### src/rtl/layer_xfer_sequencer.sv
// layer_xfer_sequencer
// Walks a DIM x DIM x NCH feature map in x-fastest, then y, then channel order.
// Each step issues a source read and, RD_LAT cycles later, the matching
// destination write together with its flattened linear index.
// A low i_wr_ready freezes the whole walk, so no item is lost or duplicated.
// A one-cycle o_done pulse follows the final write.
module layer_xfer_sequencer #(
  parameter int DIM    = 13,
  parameter int NCH    = 16,
  parameter int IDX_W  = 16,
  parameter int RD_LAT = 1
) (
  input  logic             i_clk,
  input  logic             i_reset_n,
  input  logic             i_start,
  input  logic             i_abort,
  input  logic             i_wr_ready,
  output logic             o_busy,
  output logic             o_done,
  output logic             o_src_rd_en,
  output logic [IDX_W-1:0] o_src_x,
  output logic [IDX_W-1:0] o_src_y,
  output logic [IDX_W-1:0] o_src_ch,
  output logic             o_dst_wr_en,
  output logic [IDX_W-1:0] o_dst_x,
  output logic [IDX_W-1:0] o_dst_y,
  output logic [IDX_W-1:0] o_dst_ch,
  output logic [IDX_W-1:0] o_dst_lin
);

  localparam logic [1:0] S_IDLE  = 2'd0;
  localparam logic [1:0] S_RUN   = 2'd1;
  localparam logic [1:0] S_DRAIN = 2'd2;
  localparam logic [1:0] S_DONE  = 2'd3;

  localparam logic [IDX_W-1:0] XY_MAX = IDX_W'(DIM - 1);
  localparam logic [IDX_W-1:0] CH_MAX = IDX_W'(NCH - 1);
  localparam logic [IDX_W-1:0] ONE    = IDX_W'(1);

  logic [1:0]       r_state;

  // Source-side walk counters; r_lin tracks the flattened index of (x,y,ch).
  logic [IDX_W-1:0] r_x;
  logic [IDX_W-1:0] r_y;
  logic [IDX_W-1:0] r_ch;
  logic [IDX_W-1:0] r_lin;

  // Read-latency pipeline: stage 0 is the newest, stage RD_LAT-1 drives the write.
  logic [RD_LAT-1:0] r_vld;
  logic [IDX_W-1:0]  r_px   [RD_LAT];
  logic [IDX_W-1:0]  r_py   [RD_LAT];
  logic [IDX_W-1:0]  r_pch  [RD_LAT];
  logic [IDX_W-1:0]  r_plin [RD_LAT];

  logic w_active;
  logic w_adv;
  logic w_issue;
  logic w_start_ok;
  logic w_x_last;
  logic w_y_last;
  logic w_ch_last;
  logic w_last_item;
  logic w_upper_empty;
  logic w_drain_done;

  // The walk only moves in RUN/DRAIN, only when the destination is ready,
  // and never in a cycle that is being aborted.
  assign w_active    = (r_state == S_RUN) || (r_state == S_DRAIN);
  assign w_adv       = w_active && i_wr_ready && !i_abort;
  assign w_issue     = (r_state == S_RUN) && i_wr_ready && !i_abort;
  assign w_start_ok  = (r_state == S_IDLE) && i_start && !i_abort;

  assign w_x_last    = (r_x == XY_MAX);
  assign w_y_last    = (r_y == XY_MAX);
  assign w_ch_last   = (r_ch == CH_MAX);
  assign w_last_item = w_x_last && w_y_last && w_ch_last;

  // True when every stage except the write stage is empty.
  always_comb begin
    w_upper_empty = 1'b1;
    for (int i = 0; i < RD_LAT - 1; i++) begin
      if (r_vld[i]) w_upper_empty = 1'b0;
    end
  end

  // Drain completes once the pipeline will be empty after this edge.
  assign w_drain_done = (r_vld == '0) || (w_adv && w_upper_empty);

  // Control FSM: IDLE -> RUN -> DRAIN -> DONE -> IDLE, abort returns to IDLE.
  always_ff @(posedge i_clk or negedge i_reset_n) begin
    if (!i_reset_n) begin
      r_state <= S_IDLE;
    end else begin
      case (r_state)
        S_IDLE: begin
          if (w_start_ok) r_state <= S_RUN;
        end
        S_RUN: begin
          if (i_abort)                      r_state <= S_IDLE;
          else if (w_issue && w_last_item)  r_state <= S_DRAIN;
        end
        S_DRAIN: begin
          if (i_abort)           r_state <= S_IDLE;
          else if (w_drain_done) r_state <= S_DONE;
        end
        default: begin
          r_state <= S_IDLE;
        end
      endcase
    end
  end

  // Coordinate walk: x fastest, then y, then channel; wraps to zero after the last item.
  always_ff @(posedge i_clk or negedge i_reset_n) begin
    if (!i_reset_n) begin
      r_x   <= '0;
      r_y   <= '0;
      r_ch  <= '0;
      r_lin <= '0;
    end else if (w_start_ok) begin
      r_x   <= '0;
      r_y   <= '0;
      r_ch  <= '0;
      r_lin <= '0;
    end else if (w_issue) begin
      r_lin <= w_last_item ? '0 : r_lin + ONE;
      if (!w_x_last) begin
        r_x <= r_x + ONE;
      end else begin
        r_x <= '0;
        if (!w_y_last) begin
          r_y <= r_y + ONE;
        end else begin
          r_y  <= '0;
          r_ch <= w_ch_last ? '0 : r_ch + ONE;
        end
      end
    end
  end

  // Pipeline valids: shift on advance, flush on abort or outside RUN/DRAIN.
  always_ff @(posedge i_clk or negedge i_reset_n) begin
    if (!i_reset_n) begin
      r_vld <= '0;
    end else if (i_abort || !w_active) begin
      r_vld <= '0;
    end else if (w_adv) begin
      r_vld[0] <= w_issue;
      for (int i = 1; i < RD_LAT; i++) begin
        r_vld[i] <= r_vld[i-1];
      end
    end
  end

  // Pipeline payload: coordinates and linear index travel with their valid bit.
  always_ff @(posedge i_clk or negedge i_reset_n) begin
    if (!i_reset_n) begin
      for (int i = 0; i < RD_LAT; i++) begin
        r_px[i]   <= '0;
        r_py[i]   <= '0;
        r_pch[i]  <= '0;
        r_plin[i] <= '0;
      end
    end else if (w_adv) begin
      r_px[0]   <= r_x;
      r_py[0]   <= r_y;
      r_pch[0]  <= r_ch;
      r_plin[0] <= r_lin;
      for (int i = 1; i < RD_LAT; i++) begin
        r_px[i]   <= r_px[i-1];
        r_py[i]   <= r_py[i-1];
        r_pch[i]  <= r_pch[i-1];
        r_plin[i] <= r_plin[i-1];
      end
    end
  end

  // Strobes are register bits qualified by the same-cycle ready/abort,
  // so a stall cycle carries no read and no write.
  assign o_busy      = w_active;
  assign o_done      = (r_state == S_DONE);
  assign o_src_rd_en = w_issue;
  assign o_src_x     = r_x;
  assign o_src_y     = r_y;
  assign o_src_ch    = r_ch;
  assign o_dst_wr_en = r_vld[RD_LAT-1] && w_adv;
  assign o_dst_x     = r_px[RD_LAT-1];
  assign o_dst_y     = r_py[RD_LAT-1];
  assign o_dst_ch    = r_pch[RD_LAT-1];
  assign o_dst_lin   = r_plin[RD_LAT-1];

endmodule
### config.mk
export PLATFORM = sky130hd
export DESIGN_NAME = layer_xfer_sequencer
export DESIGN_NICKNAME = d
export VERILOG_FILES = /design/src/rtl/layer_xfer_sequencer.sv
export SDC_FILE = /design/constraint.sdc
export NUM_CORES = 1
export LEC_CHECK = 0
export BUFFER_PORTS_ARGS = -buffer_cell sky130_fd_sc_hd__buf_2
export CAP_MARGIN = 20
export CORE_MARGIN = 3
export CORE_UTILIZATION = 30
export CTS_BUF_LIST = sky130_fd_sc_hd__clkbuf_8
export DETAILED_ROUTE_END_ITERATION = 7
export SYNTH_ARGS = -nofsm -noshare
export SYNTH_HDL_FRONTEND = slang
export SYNTH_SLANG_ARGS = --single-unit
export TNS_END_PERCENT = 10
### constraint.sdc
create_clock -name i_clk -period 2.5 [get_ports i_clk]
set_clock_uncertainty 0.2 [all_clocks]
set_input_delay 0.375 -clock i_clk [delete_from_list [all_inputs] [get_ports i_clk]]
set_output_delay 0.375 -clock i_clk [all_outputs]
set_load 0.05 [all_outputs]
After elaboration in Yosys (flattened, before gate mapping)
Cells that the tools add are included.
{ "op_classes": {"addsub": 4, "mul": 0, "div": 0, "order_cmp": 0, "eq_ne": 9, "shift": 0, "muxes": 23, "bitwise_logic": 1, "n_reduce_logical": 23} }
{ "ops": {"columns": ["cell", "count"], "rows": [
  ["16-bit 2-to-1 mux", 15],
  ["16-bit by 1-bit adder with 16-bit output, second input constant", 4],
  ["16-bit by 4-bit equality test with 1-bit output, second input constant", 3],
  ["1-bit logical AND", 10],
  ["2-bit 2-to-1 mux", 5],
  ["2-bit nonzero test", 4],
  ["2-bit case mux with 3 select lines", 1],
  ["3-bit AND reduction", 2],
  ["2-bit equality test, second input constant", 2],
  ["1-bit logical OR", 3],
  ["3-bit by 2-bit inequality test with 1-bit output, second input constant", 1],
  ["3-bit inequality test, second input constant", 1],
  ["2-bit by 1-bit equality test with 1-bit output, second input constant", 1],
  ["1-bit logical NOT", 2],
  ["2-bit logical NOT", 1],
  ["1-bit 2-to-1 mux", 2],
  ["2-bit inequality test, second input constant", 1],
  ["2-bit AND reduction", 1],
  ["1-bit inverter", 1]
]} }
{ "totals": {"ff_bits": 131, "latchBits": 0, "mem_bits_rw": 0, "mem_bits_ro": 0, "in_bits": 5, "out_inout_bits": 116, "word_cells": 70, "mem_count": 0} }

Depth between registers and ports, before layout
{ "depth": {"word_depth": 8, "ltp_mapped": 9, "ltp_nobuf": 7} }

Worst setup path before layout
OpenSTA, ideal clock, no wires.
{ "synth_timing": {"kind": "register -> output", "start": "reg r_state[0]", "end": "out o_dst_wr_en", "arrival_time_ps": 2037, "slack_ps": -112, "stages_incl_launch_ff": 6, "path_buffers": 1, "cell_sequence": "dfrtp_1 inv_1 ha_1 nand3b_1 clkbuf_1 nor2_1"} }
{ "synth_between": {"elab_chain_len": 5, "elab_cells_between_ends": 6, "cone_classes": "eq/ne: 2; reduce/logical: 4"} }
{ "synth_lines": {"columns": ["item", "line", "rtl"], "rows": [
  ["start: declaration", "40", "logic [1:0] r_state;"],
  ["start signal: assignment", "92", "r_state <= S_IDLE;"],
  ["start signal: assignment", "96", "if (w_start_ok) r_state <= S_RUN;"],
  ["start signal: assignment", "99", "if (i_abort) r_state <= S_IDLE;"],
  ["2-bit by 1-bit equality test with 1-bit output / 2-bit equality test (equally long branches)", "68", "assign w_active = (r_state == S_RUN) || (r_state == S_DRAIN);"],
  ["1-bit logical OR *", "68", null],
  ["net o_busy", "18", "output logic o_busy,"],
  ["1-bit logical AND * (2 in a row)", "69", "assign w_adv = w_active && i_wr_ready && !i_abort;"],
  ["1-bit logical AND *", "186", "assign o_dst_wr_en = r_vld[RD_LAT-1] && w_adv;"],
  ["end: declaration", "24", "output logic o_dst_wr_en,"]
]} }
Mark *: on every way through the listed nets, which the timed path passes. The rest lies on a longest branch.

Worst setup path after layout
{ "layout_timing": {"start": "reg r_state[1]", "end": "out o_src_rd_en"} }
{ "layout_between": {"elab_chain_len": 3} }
{ "layout_lines": {"columns": ["item", "line", "rtl"], "rows": [
  ["2-bit by 1-bit equality test with 1-bit output", "70", "assign w_issue = (r_state == S_RUN) && i_wr_ready && !i_abort;"],
  ["1-bit logical AND (2 in a row)", "70", null],
  ["end: declaration", "20", "output logic o_src_rd_en,"]
]} }
Every way passes these cells.

==> metrics.md <==
| Metric | Value |
|---|---|
| Drt total wl | `17.21 mm` |
| WS Path Type | `reg -> out` |
| CP endpoint | `o_src_rd_en` |
| Worst r2r dst | `o_src_x[13]` |
| Post-synth EDFFs | `0` |
| First-pass GRT wire length | `28.15 mm` |
| Grt ovf | `0` |
| Fmax achieved | `416.5 MHz` |
| Area growth syn-to-layout | `29.71%` |
| Fin crit share | `96.03%` |
| # setup viols final | `0` |
| Worst Max-Slew Pin Slew | `0.6305 ns` |
| Worst skew pair latency | `0.45 ns` |
| GPL Wtd Cong | `0.8322` |
| CTS Root Cell | `clkbuf_8` |
| Max-cap check violation count | `0` |
| Post-DRT Antenna Nets | `0` |
| Post-Place Setup Slack | `0.05782 ns` |
| Slew margin rel. | `57.38%` |
| Synth Instances | `586` |
| Post-layout min period | `2.401 ns` |
| Post-synthesis register bit count | `131` |
| Pwr dens | `764.6 nW/um2` |
| Core area | `20360 um2` |
| 1st-pass router iterations | `5` |
| Most frequent cell after synthesis | `dfrtp_1` |
| Number of DRC markers in iteration 0 | `377` |
| Ranking of synthesized cells by area | `dfrtp_1, mux2_2, o21ai_0` |
| Number of global-route vias before repair | `5144` |
| Total I/O pin count | `121` |
| GRT Overall Usage | `15.84%` |
| ANT cells | `0` |
| Initial antenna violation count | `0` |
| Endpoint class of the critical path | `output port` |
| Cell variety after synth | `58` |
| Clock sink count | `131` |
| Clk pin slew, worst setup/hold paths | `0.07 ns` |
| DIE HEIGHT | `150.6 um` |
| Slew Viols, Final | `0` |
| Min-delay worst type | `in -> reg` |
| Final nets | `783` |
| CP arrival | `1.83 ns` |
| Final Hold Viols | `0` |
| Routed vias | `5269` |
| Routed length per instance | `16.38 um` |
| Setup slack after layout | `0.09930 ns` |
| VDD IR-drop max | `654.9 uV` |
| Worst EP required | `1.92 ns` |
| Post-synth top area share | `52.27%` |
| Syn. warnings | `0` |
| Post-Syn Area | `6271 um2` |
| Syn Area/Cell | `10.70 um2` |
| Dpl hpwl | `12.50 mm` |
| Fin util | `39.94%` |
| RSZ-0062 raised after global routing | `true` |
| Crit path launch type | `register` |
| Synth top cells by count | `dfrtp_1, mux2_2, nand2_1, o21ai_0, nand3_1` |
| Vias per cell | `5.013` |
| Largest net degree at the start of global routing | `49` |
| Status | `complete, no violations` |
| CTS max path bufs | `2` |
| Rows | `52` |
| Die X | `150.6 um` |
| Syn nets | `601` |
| Setup crit start | `r_state[1]` |
| CTS tree | `done` |
| PortBufs | `120` |
| FFs w/ async S/R, synth | `100.0%` |
| Die Area | `22670 um2` |
| Total clock buffers created by CTS | `17` |
| Sequential share of the synthesized area | `52.27%` |
| Critical Path Fanout Max | `3` |
| Reg2Reg Setup Slack | `0.17 ns` |
| DRC violations left | `0` |
| Layout cells sized above 1 | `39.44%` |
| Cells on worst reg2reg path | `8` |
| Top cell type by total area after synthesis | `dfrtp_1` |
| P_leak | `4.021 nW` |
| Starting Density | `30.79%` |
| Worst r2r src | `o_src_x[1]` |
| Top_reg_cell synth | `dfrtp_1` |
| H-tree level count | `4` |
## how the worst min path moves through the flow
stage / startpoint / end / slack, ns / cells after the start
after floorplan: i_reset_n / o_dst_ch[0] / -0.12 / 0
after global placement: i_reset_n / r_lin[7] / 0.15 / 1
after detailed placement: i_reset_n / r_lin[7] / 0.16 / 1
after CTS: i_abort / r_vld / 0.03 / 3
after global routing: i_abort / r_vld / 0.06 / 3
final: i_abort / r_vld / 0.09 / 3
## power breakdown
group	switching [mW]	internal, mW
logic	1.41	0.647
registers	0.135	2.31
clock network	0.842	0.876
total	2.39	3.83
## metal layers
metal / global-route usage (%) / up-vias / wire, um / share of wire (%)
met2: 24.58 / 154 / 7887 / 46
met5: 0 / - / 0 / 0
met3: 5.057 / 18 / 1126 / 6.5
li1: - / 2521 / - / -
met1: 21.64 / 2576 / 7997 / 46
met4: 3.762 / 0 / 203 / 1.2
## cells in the final DEF (no fill, tap or decap), types with 5 or more instances in the layout
| master | count |
|---|---|
| dfrtp_1 | 127 |
| buf_2 | 117 |
| buf_4 | 73 |
| mux2_2 | 54 |
| nand2_1 | 45 |
| o21ai_0 | 44 |
| nand3_1 | 31 |
| nor3_1 | 28 |
| nor2_1 | 25 |
| nand4_1 | 24 |
| clkbuf_8 | 21 |
| o31ai_1 | 19 |
| inv_1 | 18 |
| xor2_1 | 13 |
| a21oi_1 | 11 |
| ha_1 | 10 |
| and3_1 | 8 |
| or3_1 | 6 |
| xnor2_1 | 6 |
| nor4_1 | 5 |
| a311oi_1 | 5 |
| mux2i_1 | 5 |
| or4_1 | 5 |
## sequential cells by signal, summed over array words and instances, names as in the netlist
register and count:
o_dst_ch 16, o_dst_lin 16, o_dst_x 16, o_dst_y 16, o_src_ch 16, o_src_x 16
o_src_y 16, r_lin 16, r_state 2, r_vld 1
## cell type report
type | instances | area [um2]
tap | 270 | 337.8
clock buffer | 21 | 289.0
inverter | 16 | 60.06
timing repair buffer | 198 | 1254
multi-input combinational | 404 | 2823
sequential | 131 | 3283
clock inverter | 11 | 87.58
fill | 2013 | 12230
## critical path: stages (launching register included)
cell,delay [ns]
dfrtp_1,0.40
inv_1,0.11
ha_1,0.22
nor2b_4,0.19
nand2_1,0.07
buf_4,0.15
inv_1,0.05
buf_4,0.19
## repair_timing
action / CTS / global route
hold buffers: 1 / 0
pin swaps: 0 / 1
setup endpoints to repair: 1 / 44
setup buffers: 0 / 5
gates resized for setup: 2 / 14
hold endpoints to repair: 45 / 0
## logic make-up (layout without fill, tap and decap cells)
kind of cell               Yosys count  count (layout)  share of synthesized area (%)
and+or+nand+nor                    211             211                          18.46
DFF                                131             131                          52.27
AOI/OAI and AO/OA                  105             105                          10.48
muxes                               59              59                          10.49
buffers and inverters               51             246                          3.651
xor gates and xnor gates            19              19                          2.654
adders and majority gates           10              10                          1.995
## metrics by stage
| step | area, um2 | setup TNS (ns) | power (mW) | hold WS, ns | std cells |
|---|---|---|---|---|---|
| CTS | 8035 | 0 | 6.248 | 0.02966 | 1046 |
| detailed placement | 7644 | 0 | 4.492 | 0.1566 | 1013 |
| global route | 8134 | -0.08248 | 6.582 | 0.06446 | 1051 |
| floorplan | 6277 | -0.2576 | 3.852 | -0.1206 | 586 |
| finish | 8134 | 0 | 6.220 | 0.08624 | 1051 |
| global placement | 7644 | 0 | 4.461 | 0.1519 | 1013 |
Power figures use the tool's default switching activity.
